### config.mk
export PLATFORM = sky130hd
export DESIGN_NAME = sobel_stream
export DESIGN_NICKNAME = d
export VERILOG_FILES = /design/src/rtl/sobel_stream.sv
export SDC_FILE = /design/constraint.sdc
export NUM_CORES = 1
export LEC_CHECK = 0
export ABC_AREA = 1
export ABC_CLOCK_PERIOD_IN_PS = 7550
export CELL_PAD_IN_SITES_DETAIL_PLACEMENT = 0
export CELL_PAD_IN_SITES_GLOBAL_PLACEMENT = 1
export CORE_UTILIZATION = 52
export DETAILED_ROUTE_END_ITERATION = 10
export PLACE_DENSITY = 0.88
export SLEW_MARGIN = 10
export SYNTH_ARGS = -nofsm -noshare
export SYNTH_HDL_FRONTEND = slang
export SYNTH_SLANG_ARGS = --single-unit
### constraint.sdc
create_clock -name clk_i -period 7.55 [get_ports clk_i]
set_input_delay 1.1325 -clock clk_i [delete_from_list [all_inputs] [get_ports clk_i]]
set_output_delay 1.1325 -clock clk_i [all_outputs]
set_load 0.02 [all_outputs]
### src/rtl/sobel_stream.sv
// rtl/sobel_stream.sv - streaming 3x3 Sobel gradient magnitude stage
//
// Accepts one 8-bit gray pixel per handshake in raster order and emits one
// saturated |Gx|+|Gy| magnitude per pixel, also in raster order. After the
// last pixel of a frame is accepted, the remaining border outputs are
// flushed without further input.
//
// Ports:
//   clk_i         system clock, rising edge
//   reset         synchronous active-high reset
//   gray_in       gray pixel
//   gray_valid_i  gray_in valid
//   gray_ready_o  stage can accept a pixel (low while flushing)
//   sobel_out     saturated gradient magnitude
//   sobel_valid_o sobel_out valid, no backpressure
//   sobel_done_o  pulse with the last output of a frame
module sobel_stream #(
    parameter int IMG_W = 32,
    parameter int IMG_H = 32
) (
    input  logic       clk_i,
    input  logic       reset,
    input  logic [7:0] gray_in,
    input  logic       gray_valid_i,
    output logic       gray_ready_o,
    output logic [7:0] sobel_out,
    output logic       sobel_valid_o,
    output logic       sobel_done_o
);

    localparam int NPIX = IMG_W * IMG_H;
    localparam int CW   = $clog2(IMG_W);
    localparam int RW   = $clog2(IMG_H);
    localparam int IW   = $clog2(NPIX);
    localparam int FW   = $clog2(IMG_W + 1);

    localparam logic [CW-1:0] COL_LAST   = CW'(IMG_W - 1);
    localparam logic [RW-1:0] ROW_LAST   = RW'(IMG_H - 1);
    localparam logic [IW-1:0] IDX_FIRST  = IW'(IMG_W + 1);
    localparam logic [IW-1:0] IDX_LAST   = IW'(NPIX - 1);
    localparam logic [FW-1:0] FLUSH_LAST = FW'(IMG_W);

    localparam logic [1:0] S_IDLE  = 2'd0;
    localparam logic [1:0] S_FILL  = 2'd1;
    localparam logic [1:0] S_RUN   = 2'd2;
    localparam logic [1:0] S_FLUSH = 2'd3;

    logic [1:0]    state;
    logic [CW-1:0] in_col;
    logic [IW-1:0] in_idx;
    logic [CW-1:0] c_col;
    logic [RW-1:0] c_row;
    logic [FW-1:0] flush_cnt;

    logic [7:0] line_buf0 [IMG_W];
    logic [7:0] line_buf1 [IMG_W];
    logic [7:0] win  [3][3];
    logic [7:0] nwin [3][3];

    logic accept;
    logic produce;
    logic border;

    logic [9:0]        gx_pos, gx_neg, gy_pos, gy_neg;
    logic signed [10:0] gx, gy;
    logic [10:0]       ax, ay;
    logic [11:0]       mag;
    logic [7:0]        sat;

    assign gray_ready_o = (state != S_FLUSH);
    assign accept       = gray_valid_i && gray_ready_o;
    // The accept of pixel k+IMG_W+1 completes the window centred on pixel k.
    assign produce      = accept && (in_idx >= IDX_FIRST);

    // Window as it will look after this accept: shift left, new right column
    // comes from the two line buffers plus the incoming pixel.
    always_comb begin
        for (int r = 0; r < 3; r++) begin
            nwin[r][0] = win[r][1];
            nwin[r][1] = win[r][2];
        end
        nwin[0][2] = line_buf1[in_col];
        nwin[1][2] = line_buf0[in_col];
        nwin[2][2] = gray_in;
    end

    always_comb begin
        gx_pos = {2'b00, nwin[0][2]} + {1'b0, nwin[1][2], 1'b0} + {2'b00, nwin[2][2]};
        gx_neg = {2'b00, nwin[0][0]} + {1'b0, nwin[1][0], 1'b0} + {2'b00, nwin[2][0]};
        gy_pos = {2'b00, nwin[2][0]} + {1'b0, nwin[2][1], 1'b0} + {2'b00, nwin[2][2]};
        gy_neg = {2'b00, nwin[0][0]} + {1'b0, nwin[0][1], 1'b0} + {2'b00, nwin[0][2]};
        gx     = $signed({1'b0, gx_pos}) - $signed({1'b0, gx_neg});
        gy     = $signed({1'b0, gy_pos}) - $signed({1'b0, gy_neg});
        ax     = gx[10] ? 11'(-gx) : 11'(gx);
        ay     = gy[10] ? 11'(-gy) : 11'(gy);
        mag    = {1'b0, ax} + {1'b0, ay};
        sat    = (mag > 12'd255) ? 8'hFF : mag[7:0];
    end

    // Border centres are forced to zero; this also hides the window columns
    // that straddle a row wrap.
    assign border = (c_row == '0) || (c_row == ROW_LAST) ||
                    (c_col == '0) || (c_col == COL_LAST);

    always_ff @(posedge clk_i) begin
        if (reset) begin
            state         <= S_IDLE;
            in_col        <= '0;
            in_idx        <= '0;
            c_col         <= '0;
            c_row         <= '0;
            flush_cnt     <= '0;
            sobel_out     <= 8'h00;
            sobel_valid_o <= 1'b0;
            sobel_done_o  <= 1'b0;
        end else begin
            sobel_valid_o <= 1'b0;
            sobel_done_o  <= 1'b0;

            if (accept) begin
                in_col <= (in_col == COL_LAST) ? '0 : in_col + 1'b1;
                in_idx <= (in_idx == IDX_LAST) ? '0 : in_idx + 1'b1;
                case (state)
                    S_IDLE: state <= S_FILL;
                    S_FILL: if (in_idx == IDX_FIRST) state <= S_RUN;
                    S_RUN: begin
                        if (in_idx == IDX_LAST) begin
                            state     <= S_FLUSH;
                            flush_cnt <= '0;
                        end
                    end
                    default: state <= state;
                endcase
            end

            if (produce) begin
                sobel_valid_o <= 1'b1;
                sobel_out     <= border ? 8'h00 : sat;
                if (c_col == COL_LAST) begin
                    c_col <= '0;
                    c_row <= c_row + 1'b1;
                end else begin
                    c_col <= c_col + 1'b1;
                end
            end

            // Tail of the frame: last row plus the end of the row above it,
            // all border pixels, one per cycle.
            if (state == S_FLUSH) begin
                sobel_valid_o <= 1'b1;
                sobel_out     <= 8'h00;
                if (flush_cnt == FLUSH_LAST) begin
                    sobel_done_o <= 1'b1;
                    state        <= S_IDLE;
                    flush_cnt    <= '0;
                    c_col        <= '0;
                    c_row        <= '0;
                end else begin
                    flush_cnt <= flush_cnt + 1'b1;
                end
            end
        end
    end

    // Pixel storage is deliberately not reset.
    always_ff @(posedge clk_i) begin
        if (accept) begin
            for (int r = 0; r < 3; r++) begin
                for (int c = 0; c < 3; c++) begin
                    win[r][c] <= nwin[r][c];
                end
            end
            line_buf1[in_col] <= line_buf0[in_col];
            line_buf0[in_col] <= gray_in;
        end
    end

endmodule

* Yosys cells after proc, flatten, opt, wreduce, memory -nomap -nowiden
Memories as Yosys holds them, arrays and structs flattened. A register that Yosys moved wholly into a read port is not among the register bits. Index checks and enable logic that the tools add are counted.
Word-level totals: register bits after elaboration 43, memory bits (writable) 584, bits of input ports 11, memories kept 3
Cells by class: add/subtract/negate cells 18, order comparisons 2, equality and inequality tests 10, multiplexer cells 34, bitwise gates (word level) 1, reduce and logical (&&, ||, !) cells 14
Memories:
- line_buf0 | depth 32, width 8, read ports 1, clocked after Yosys merged registers in 1, wr ports 1, line 55 | logic [7:0] line_buf0 [IMG_W];
- line_buf1 | depth 32, width 8, read ports 1, clocked after Yosys merged registers in 1, wr ports 1, line 56 | logic [7:0] line_buf1 [IMG_W];
- win | depth 3, width 24, read ports 3, clocked after Yosys merged registers in 0, wr ports 3, line 57 | logic [7:0] win [3][3];
Operators by type and width (number):
- 5-bit two-way mux | 13
- 10-bit by 8-bit adder with 10-bit output | 4
- 8-bit by 9-bit adder with 10-bit output | 4
- 6-bit two-way mux | 5
- 11-bit two-way mux | 2
- 11-bit negator | 2
- 10-bit by 10-bit subtractor with 11-bit output | 2
- 8-bit two-way mux | 2
- 5-bit by 1-bit adder with 5-bit output (second input constant) | 3
- 5-bit equality test (second input constant) | 3
- 11-bit by 11-bit adder with 12-bit output | 1
- 12-bit by 8-bit > comparator with 1-bit output (second input constant) | 1
- 10-bit by 1-bit adder with 10-bit output (second input constant) | 1
- 10-bit equality test (second input constant) | 1
- 10-bit by 6-bit equality test with 1-bit output (second input constant) | 1
- 10-bit by 6-bit greater-or-equal comparator with 1-bit output (second input constant) | 1
- 5-bit logical NOT | 2
- 10-bit two-way mux | 1
- 2-bit two-way mux | 5
- 6-bit by 1-bit adder with 6-bit output (second input constant) | 1
- 6-bit equality test (second input constant) | 1
- 2-bit one-hot mux with 3 select lines | 1
- 2-bit nonzero test | 3
- 1-bit two-way mux | 5
- other kinds (9) | 14

* Logic depth before layout (Yosys ltp)
An unclocked memory read counts as a cell.
word-level depth 10, gate-level depth with buffers 41

* Least setup slack after synthesis
Ideal clock, no wire load.
kind reg2reg, start point reg (tool-made name), end point reg sobel_out[0], setup time 124 ps, arrival time 6671 ps, path slack 754 ps, stages on the path, launching flop included 34, clock period less this slack 6796 ps, cells stage by stage dfxtp_1 clkbuf_1 clkbuf_1 o21ai_0 o22ai_1 nor2_1 nor2_1 o21ai_0 a21oi_1 fa_1 inv_1 fa_1 fa_1 inv_1 ha_1 a21oi_1 nor2_1 o21ai_0 nand4_1 inv_1 nand2_1 o21ai_0 inv_1 fa_1 inv_1 nand3_1 nand3_1 nand2_1 nand3_1 nand2_1 nor2_1 nand3_1 nand2_1 a21oi_1
RTL lines:
- to (signal assigned) | line 138 | sobel_out <= border ? 8'h00 : sat;
- to (decl) | line 26 | output logic [7:0] sobel_out,

==> results.toml <==
[setup_path]
arrival_ns = 7.50
crit_path_start_kind = "flip-flop"
critPathRequiredTime_ns = 8.01
rrSetupSlack_ns = 0.52
endpoint_kind = "flip-flop"
path_class = "reg2reg"
crit_top_cell = "nand2_1"
cp_max_fo = 83
r2r-end = "sobel_out[5]"
rr_worst_depth = 36
cpPeakStageDelay_ns = 0.57
worst_path_max_delay_cell = "fa_1"

[power_and_ir_drop]
power.density_nw_per_um2 = 456
ir_drop_mv = 0.977
p_leak_nw = 11.1
power.total_w = 0.0140

[die]
fp.dieH_microns = 231
start_util_pct = 53.0
die_w_microns = 231
die-area_sq_um = 53600
fp.coreArea_sq_um = 51600
rows = 83
io_pins = 22

[synthesis]
synthArstFlopShare_pct = 0
synth_fp_nets = 2442
synth_cells = 2316
synth_seq_cells = 608
synthTopCellsByArea = "edfxtp_1 61%, o21ai_0 5.4%, nor2_1 5.2%"
avgSynthCellArea_sq_um = 11.8
synth-edff-count = 560
ys_seq_area_share_pct = 65.0
netlist_area_sq_um = 27400
yosysTopAreaCell = "edfxtp_1"
ys_warn_count = 0
synth_top_area_share_pct = 61.4
dominantRegCellSynth = "edfxtp_1"
synthDistinctLibCells = 42

[global_route]
grt_pass1_wl_microns = 101000
grt_pass1_vias = 17900
grt_max_degree = 185
antenna_found_initial = 0
track_usage_pct = 25.0
grt_overflow = 0

[cts]
root_buffer = "clkbuf_16"
cts_tree = "built"
clk_pin_slew_ns = 0.06
cts_buffers = 59
htreeDepth = 2
clk_path_buf_depth = 3
post-cts-setup-buffers = 0
clkSinkCount = 608
worstSkewPairLatency_ns = 0.65

[sta]
relSlewSlack_pct = 49.9
fin_crit_sh_pct = 93.1
max_freq_mhz = 142
setup-violations-final = 0
rsz0062_at_grt = "no"
hold_viol_final = 0
maxSlewViolCount = 0
period_needed_ns = 7.03
worstMarginPinSlew_ns = 0.752
finClkSkew_ns = 0.0660
finalSetupTns_ns = 0

[cells_and_area]
drive_gt1_share_pct = 8.49
stdcell_area_sq_um = 30600
final_common_cell = "edfxtp_1"
nets = 2507
area_delta_synth_final_pct = 11.9
fin_util_pct = 59.4
final_cell_mix = "560 x edfxtp_1, 379 x nor2_1, 293 x o21ai_0"

[drt]
num_vias = 18400
ant_nets = 0
drt-initial-drc-count = 1866
wire_per_inst_microns = 21.7
wl_microns = 67400
vias_per_cell = 5.93
drc = 0
drtPass1Iterations = 8

[place]
portBuffers = 21
dpl.hpwl_microns = 39800
gp_congestion = 0.881
place_area_sq_um = 28700

[job]
maxCapViolCount = 0

[worst_hold_path]
hold_class = "reg2reg"
holdCritStartpoint = "win[1][5]"
holdPathEnd = "win[1][13]"
hold_depth = 0

[status]
run_status = "completed"
-- worst max-delay path, delay by kind of cell (launching register included) --
family,cells,cell delay (ns)
adder cells (fa/ha/maj),5,2.37
AND/OR/NAND/NOR,14,1.68
AO/OA/AOI/OAI,7,1.06
buffers and inverters,9,0.91
flip-flops,1,0.49
XOR/XNOR,1,0.28
-- routing by layer --
layer	up-vias	wire [microns]	share of wire (%)	GRT usage [%]
met1	8975	27100	40	34.0
met2	945	31300	46	39.3
met4	0	3070	4.5	12.1
li1	8326	-	-	-
met5	-	0	0	0
met3	174	5940	8.8	4.31
-- worst max path at each step --
stage | end | from | cells past startpoint | slack, ns
finish | sobel_out[5] | flip-flop | 36 | 0.52
detailed placement | sobel_out[6] | flip-flop | 34 | 0.30
floorplan | sobel_out[0] | flip-flop | 33 | 0.75
global route | sobel_out[6] | flip-flop | 37 | 0.05
CTS | sobel_out[6] | flip-flop | 33 | 0.13
global placement | sobel_out[0] | flip-flop | 35 | 0.41
-- Yosys cell counts (13+ instances only) --
cell and number:
xor2_1 26, nand2_1 177, a21oi_1 50, nand3_1 101
dfxtp_1 48, fa_1 63, o21ai_0 294, edfxtp_1 560
ha_1 52, inv_1 239, buf_4 15, buf_2 31
nor3_1 13, o22ai_1 28, nand4_1 14, o221ai_1 100
nor2_1 381, clkbuf_1 49
-- power breakdown --
group | internal, W | switching [W]
registers | 0.00379 | 0.0000233
logic | 0.00264 | 0.00470
clock network | 0.00159 | 0.00124
-- cells by family (layout without fill, tap and decap cells) --
family / after synthesis / after routing / synth area share [%]
buffers and inverters: 352 / 463 / 5.38
adders and majority gates: 115 / 115 / 6.99
AOI/OAI and AO/OA: 507 / 507 / 11.1
other: 0 / 1 / 0
and+or+nand+nor: 697 / 697 / 10.4
xor gates and xnor gates: 37 / 37 / 1.21
DFF: 608 / 608 / 65.0
-- what timing repair did --
action                                  4_1_cts  5_1_grt
endpoints found under the setup margin        0        8
resized for setup                             0       14
endpoints found under the hold margin         0        0
hold buffers                                  0        0
-- layout make-up --
type | count | area (sq um)
Fill cell | 3952 | 21000
Sequential cell | 608 | 17800
Multi-Input combinational cell | 1356 | 8160
Clock buffer | 81 | 1610
Timing Repair Buffer | 113 | 1060
Inverter | 243 | 930
Tap cell | 680 | 851
Clock inverter | 26 | 248
Antenna cell | 1 | 2.50
-- metrics by stage --
stage | hold WS, ns | worst slack [ns] | std cells
CTS | 0.421 | 0.130 | 3105
global placement | 0.403 | 0.413 | 2998
global route | 0.435 | 0.0454 | 3107
floorplan | 0.400 | 0.754 | 2316
detailed placement | 0.406 | 0.301 | 2998
finish | 0.420 | 0.518 | 3108
-- registers in the layout (all words and copies together) (netlist names), named ones only --
register,cells
line_buf0,256
sobel_valid_o,1
in_col,5
win,48
c_col,5
sobel_done_o,1
in_idx,10
c_row,5
line_buf1,256
sobel_out,8
flush_cnt,6
state,2
No activity file was read; power rests on OpenSTA's default activity.
